File: src/rtl/rx_byte_assembler_pkg.sv
// Shared types and defaults for the USB RX byte assembler slice.
package usb_rx_pkg;
  typedef enum logic [1:0] {IDLE, RECEIVE, ERROR} rx_asm_state_t;

  localparam int STUFF_RUN_DEF = 6;
  localparam int DATA_W_DEF    = 8;
endpackage

File: src/rtl/rx_byte_assembler_if.sv
// Decoder/controller-facing bundle of the RX byte assembler.
interface rx_byte_assembler_if import usb_rx_pkg::*; #(
  parameter int DATA_W = DATA_W_DEF
);
  logic              d_orig;
  logic              shift_enable;
  logic              eop_detected;
  logic              rcv_enable;
  logic [DATA_W-1:0] rx_data;
  logic              byte_valid;
  logic              stuff_error;
  logic              align_error;
  logic              busy;

  modport master (
    output d_orig, shift_enable, eop_detected, rcv_enable,
    input  rx_data, byte_valid, stuff_error, align_error, busy
  );

  modport slave (
    input  d_orig, shift_enable, eop_detected, rcv_enable,
    output rx_data, byte_valid, stuff_error, align_error, busy
  );
endinterface

File: src/rtl/rx_byte_assembler_unstuff.sv
// Tracks the run of consecutive 1s and decodes stuff-bit discard / stuff error.
module rx_unstuff_counter import usb_rx_pkg::*; #(
  parameter int STUFF_RUN = STUFF_RUN_DEF
) (
  input  logic clk,
  input  logic n_rst,
  input  logic clear,
  input  logic sample,
  input  logic d_bit,
  output logic discard,
  output logic stuff_err
);
  localparam int CW = $clog2(STUFF_RUN + 1);

  logic [CW-1:0] ones_cnt;
  logic          at_run;

  assign at_run    = (ones_cnt == CW'(STUFF_RUN));
  assign discard   = sample && at_run;
  assign stuff_err = discard && d_bit;

  // The stuff slot always restarts the run, so the count never passes STUFF_RUN.
  always_ff @(posedge clk or negedge n_rst) begin
    if (!n_rst) begin
      ones_cnt <= '0;
    end else if (clear) begin
      ones_cnt <= '0;
    end else if (sample) begin
      if (at_run || !d_bit) ones_cnt <= '0;
      else                  ones_cnt <= ones_cnt + 1'b1;
    end
  end
endmodule

File: src/rtl/rx_byte_assembler.sv
// Unstuffs decoded USB bits, assembles LSB-first words and flags stuff/alignment errors.
module rx_byte_assembler import usb_rx_pkg::*; #(
  parameter int DATA_W    = DATA_W_DEF,
  parameter int STUFF_RUN = STUFF_RUN_DEF
) (
  input logic                clk,
  input logic                n_rst,
  rx_byte_assembler_if.slave bus
);
  localparam int BW = $clog2(DATA_W);

  rx_asm_state_t     state;
  logic [DATA_W-1:0] shift_reg;
  logic [DATA_W-1:0] shift_next;
  logic [BW-1:0]     bit_cnt;
  logic              sample;
  logic              clear;
  logic              discard;
  logic              stuff_err;

  // A bit arriving as rcv_enable drops is not a sample event, so it cannot raise a pulse.
  assign sample     = bus.shift_enable && (state == RECEIVE) && !bus.eop_detected && bus.rcv_enable;
  assign clear      = (state == IDLE) && bus.rcv_enable;
  assign shift_next = {bus.d_orig, shift_reg[DATA_W-1:1]};

  rx_unstuff_counter #(.STUFF_RUN(STUFF_RUN)) u_unstuff (
    .clk       (clk),
    .n_rst     (n_rst),
    .clear     (clear),
    .sample    (sample),
    .d_bit     (bus.d_orig),
    .discard   (discard),
    .stuff_err (stuff_err)
  );

  always_ff @(posedge clk or negedge n_rst) begin
    if (!n_rst) begin
      state           <= IDLE;
      shift_reg       <= '0;
      bit_cnt         <= '0;
      bus.rx_data     <= '0;
      bus.byte_valid  <= 1'b0;
      bus.stuff_error <= 1'b0;
      bus.align_error <= 1'b0;
      bus.busy        <= 1'b0;
    end else begin
      bus.byte_valid  <= 1'b0;
      bus.stuff_error <= 1'b0;
      bus.align_error <= 1'b0;
      case (state)
        IDLE: begin
          if (bus.rcv_enable) begin
            state     <= RECEIVE;
            bus.busy  <= 1'b1;
            shift_reg <= '0;
            bit_cnt   <= '0;
          end
        end
        RECEIVE: begin
          if (bus.eop_detected) begin
            // Partial word at EOP is dropped and reported.
            bus.align_error <= (bit_cnt != '0);
            state           <= IDLE;
            bus.busy        <= 1'b0;
          end else if (!bus.rcv_enable) begin
            state    <= IDLE;
            bus.busy <= 1'b0;
          end else if (stuff_err) begin
            bus.stuff_error <= 1'b1;
            state           <= ERROR;
            bus.busy        <= 1'b0;
          end else if (sample && !discard) begin
            shift_reg <= shift_next;
            if (bit_cnt == BW'(DATA_W - 1)) begin
              bit_cnt        <= '0;
              bus.rx_data    <= shift_next;
              bus.byte_valid <= 1'b1;
            end else begin
              bit_cnt <= bit_cnt + 1'b1;
            end
          end
        end
        ERROR: begin
          if (!bus.rcv_enable) state <= IDLE;
        end
        default: begin
          state    <= IDLE;
          bus.busy <= 1'b0;
        end
      endcase
    end
  end
endmodule
File: src/flat_wrapper.sv
// flat-port wrapper written by rule: the top's interface ports become plain ports
module rx_byte_assembler_flat import usb_rx_pkg::*;
#(
  parameter int DATA_W    = DATA_W_DEF,
  parameter int STUFF_RUN = STUFF_RUN_DEF
)
  (clk, n_rst, bus_d_orig, bus_shift_enable, bus_eop_detected, bus_rcv_enable, bus_rx_data, bus_byte_valid, bus_stuff_error, bus_align_error, bus_busy);
  rx_byte_assembler_if #(.DATA_W(DATA_W)) bus_i ();
  input logic clk;
  input logic n_rst;
  input wire logic [$bits(bus_i.d_orig)-1:0] bus_d_orig;
  input wire logic [$bits(bus_i.shift_enable)-1:0] bus_shift_enable;
  input wire logic [$bits(bus_i.eop_detected)-1:0] bus_eop_detected;
  input wire logic [$bits(bus_i.rcv_enable)-1:0] bus_rcv_enable;
  output wire logic [$bits(bus_i.rx_data)-1:0] bus_rx_data;
  output wire logic [$bits(bus_i.byte_valid)-1:0] bus_byte_valid;
  output wire logic [$bits(bus_i.stuff_error)-1:0] bus_stuff_error;
  output wire logic [$bits(bus_i.align_error)-1:0] bus_align_error;
  output wire logic [$bits(bus_i.busy)-1:0] bus_busy;
  assign bus_i.d_orig = bus_d_orig;
  assign bus_i.shift_enable = bus_shift_enable;
  assign bus_i.eop_detected = bus_eop_detected;
  assign bus_i.rcv_enable = bus_rcv_enable;
  assign bus_rx_data = bus_i.rx_data;
  assign bus_byte_valid = bus_i.byte_valid;
  assign bus_stuff_error = bus_i.stuff_error;
  assign bus_align_error = bus_i.align_error;
  assign bus_busy = bus_i.busy;
  rx_byte_assembler #(.DATA_W(DATA_W), .STUFF_RUN(STUFF_RUN)) u_core (.clk(clk), .n_rst(n_rst), .bus(bus_i));
endmodule
File: config.mk
export PLATFORM = sky130hd
export DESIGN_NAME = rx_byte_assembler_flat
export DESIGN_NICKNAME = d
export VERILOG_FILES = /design/src/rtl/rx_byte_assembler_pkg.sv /design/src/rtl/rx_byte_assembler_if.sv /design/src/rtl/rx_byte_assembler_unstuff.sv /design/src/rtl/rx_byte_assembler.sv /design/src/flat_wrapper.sv
export SDC_FILE = /design/constraint.sdc
export NUM_CORES = 1
export LEC_CHECK = 0
export CAP_MARGIN = 20
export CORE_ASPECT_RATIO = 0.7
export CORE_MARGIN = 2
export CORE_UTILIZATION = 53
export CTS_CLUSTER_SIZE = 40
export DETAILED_ROUTE_END_ITERATION = 8
export PLACE_DENSITY = 0.78
export SYNTH_ARGS = -nofsm -noshare
export SYNTH_HDL_FRONTEND = slang
export SYNTH_SLANG_ARGS = --single-unit
File: constraint.sdc
create_clock -name clk -period 2.2 [get_ports clk]
set_clock_uncertainty 0.1 [all_clocks]
set_input_delay 0.33 -clock clk [delete_from_list [all_inputs] [get_ports clk]]
set_output_delay 0.33 -clock clk [all_outputs]
set_load 0.1 [all_outputs]
==> results.json <==
{
  "synth_top_area_share_pct": 51.6,
  "numCtsBuffers": 3,
  "synth_edf_count": 0,
  "io_pins": 18,
  "coreArea_um2": 2400,
  "yosysTopAreaCell": "dfrtp_1",
  "required_ps": 2310,
  "synth_area_um2": 1310,
  "cts_max_path_buffers": 2,
  "placed_area_um2": 1490,
  "die_y_um": 45.6,
  "grt_max_degree": 28,
  "reg2reg_to": "u_core.shift_reg[6]$_DFFE_PN0P_",
  "root_buffer": "clkbuf_4",
  "synth_flop_cell": "dfrtp_1",
  "antenna_left": 0,
  "clkTransAtPathRegs_ps": 140,
  "synth_async_sr_flop_share_pct": 100,
  "path_cells": "inv_1 > ha_1 > and2_1 > nor2_2 > o211ai_1",
  "cap_violations": 0,
  "tightest_slew_ps": 500,
  "peakVddDrop_v": 0.000474,
  "finalInstanceArea_um2": 1520,
  "start_util_pct": 54.5,
  "period_needed_ps": 1710,
  "worstPathArrival_ps": 1820,
  "largest_reg_flops": 8,
  "max_stage_delay_ps": 410,
  "postCtsResizedCells": 0,
  "cts_setup_buffers": 0,
  "period_share_pct": 77.7,
  "drcViolationCount": 0,
  "status": "finished clean",
  "cellLeakagePower_nw": 0.702,
  "synth_common_cells": "dfrtp_1 (27), nand2_1 (18), nand3_1 (11), o211ai_1 (11), mux2_2 (7)",
  "antenna_found_initial": 0,
  "ys_warn_count": 0,
  "criticalPathCategory": "reg -> reg",
  "syn_inst": 121,
  "syn_avg_cell_area_um2": 10.8,
  "ys_seq_area_share_pct": 51.6,
  "area_delta_synth_final_pct": 16.1,
  "diodes": 0,
  "grt_setup_unrepaired": "false",
  "drive_gt1_share_pct": 22.9,
  "firstDrtPassIters": 4,
  "cts_tree": "done",
  "clock_sinks": 27,
  "vias": 972,
  "synth_fp_nets": 132,
  "maxSlewHeadroom_pct": 66.6,
  "r2r_setup_slack_ps": 490,
  "setup_viol": 0,
  "crit_fanout": 8,
  "grt_overflow": 0,
  "setup_tns_ps": 0,
  "finalWirelength_mm": 2.62,
  "track_usage_pct": 20.6,
  "synth_area_leaders": "dfrtp_1 (52%), o211ai_1 (6.3%), mux2_2 (6.0%)",
  "reg2regPathDepth": 5,
  "ys_types": 32,
  "routedWlPerCell_um": 15.1,
  "end_kind": "register",
  "die_w_um": 63.4,
  "final_util_pct": 63.2,
  "hold_path.class": "in -> async",
  "vias_per_cell": 5.59,
  "initialDrtViolationCount": 43,
  "insertion_delay_ps": 330,
  "ys_ff_latch": 27,
  "synth_most_common_cell": "dfrtp_1",
  "power.density_nw_per_um2": 586,
  "port_buffers": 17,
  "grt_pass1_wl_mm": 4.47,
  "fmax_mhz": 585,
  "worstSetupEndpoint": "u_core.shift_reg[6]$_DFFE_PN0P_",
  "worstSetupStartpointType": "register",
  "gp_congestion": 0.695,
  "grt_pass1_vias": 889,
  "htree_levels": 1,
  "rr_startpoint": "u_core.u_unstuff.ones_cnt[0]$_DFFE_PN0P_",
  "drv_slew": 0,
  "die_area_um2": 2890,
  "hold_viol_final": 0,
  "row_count": 15,
  "startpoint": "u_core.u_unstuff.ones_cnt[0]$_DFFE_PN0P_",
  "fin_nets": 152,
  "nFillCells": 230,
  "hpwlAfterDp_mm": 1.91,
  "hold_buffers": 0,
  "total_power_w": 0.000890,
  "cp_slowest_cell": "dfrtp_1"
}
[worst min-delay path by stage]
stage / from / end / slack [ps]
2_1_floorplan: n_rst / u_core.bit_cnt[0]$_DFFE_PN0P_ / -70
3_3_place_gp: u_core.shift_reg[1]$_DFFE_PN0P_ / u_core.shift_reg[1]$_DFFE_PN0P_ / 390
5_1_grt: n_rst / u_core.bus.rx_data[4]$_DFFE_PN0P_ / 280
3_5_place_dp: u_core.bus.rx_data[4]$_DFFE_PN0P_ / u_core.bus.rx_data[4]$_DFFE_PN0P_ / 400
4_1_cts: n_rst / u_core.bus.rx_data[6]$_DFFE_PN0P_ / 250
6_report: n_rst / u_core.bus.rx_data[4]$_DFFE_PN0P_ / 250
[per-stage QoR]
stage / cells / hold WS, ps / setup WS [ps]
after floorplan: 121 / -65.6 / 668
final: 174 / 252 / 491
after global placement: 170 / 394 / 339
after detailed placement: 170 / 397 / 307
after global routing: 174 / 280 / 329
after CTS: 174 / 251 / 493
[layout by cell type, fill, tap and decap left out, drive strengths merged, types with 5 or more instances in the layout]
master	n
nand2	18
o211ai	11
nand3	12
inv	6
mux2	8
dfrtp	27
clkdlybuf4s50	5
buf	16
ha	5
[metal layers]
layer / GRT usage, % / share of wire [%]
met4: 5.22 / 0.95
met1: 29.9 / 46
met2: 32.2 / 47
met3: 4.46 / 5.6
met5: 0 / 0
[cells by family (layout without fill, tap and decap cells)]
family / Yosys count / in the layout / share of synthesized area, %
compound gates: 21 / 21 / 11.9
fa+ha+maj: 5 / 5 / 4.78
buf+inv: 12 / 31 / 3.92
flops: 27 / 27 / 51.6
mux: 9 / 9 / 7.94
simple gates: 47 / 47 / 19.9
[cell type report]
class	instances	area, µm²	area share (%)
repair buffers	21	170	11.2
flip-flops and latches	27	676	44.5
inverters	6	22.5	1.48
clock buffers	4	26.3	1.73
well taps	34	42.5	2.80
multi-input cells	82	582	38.3
[critical path: cells and delay by family (launching register included)]
kind                       cells  cell delay, ps
AOI/OAI and AO/OA              1             160
adders and majority gates      1             260
buffers and inverters          1              60
DFF                            1             410
and+or+nand+nor                2             600
[power breakdown]
| group | switching [W] | total (W) | internal [W] |
|---|---|---|---|
| clock | 0.000144 | 0.000215 | 0.0000712 |
| sequential | 0.0000146 | 0.000527 | 0.000513 |
| combinational | 0.000101 | 0.000148 | 0.0000463 |
| total | 0.000260 | 0.000890 | 0.000630 |
Note: power is estimated with default switching activity, not from simulation.
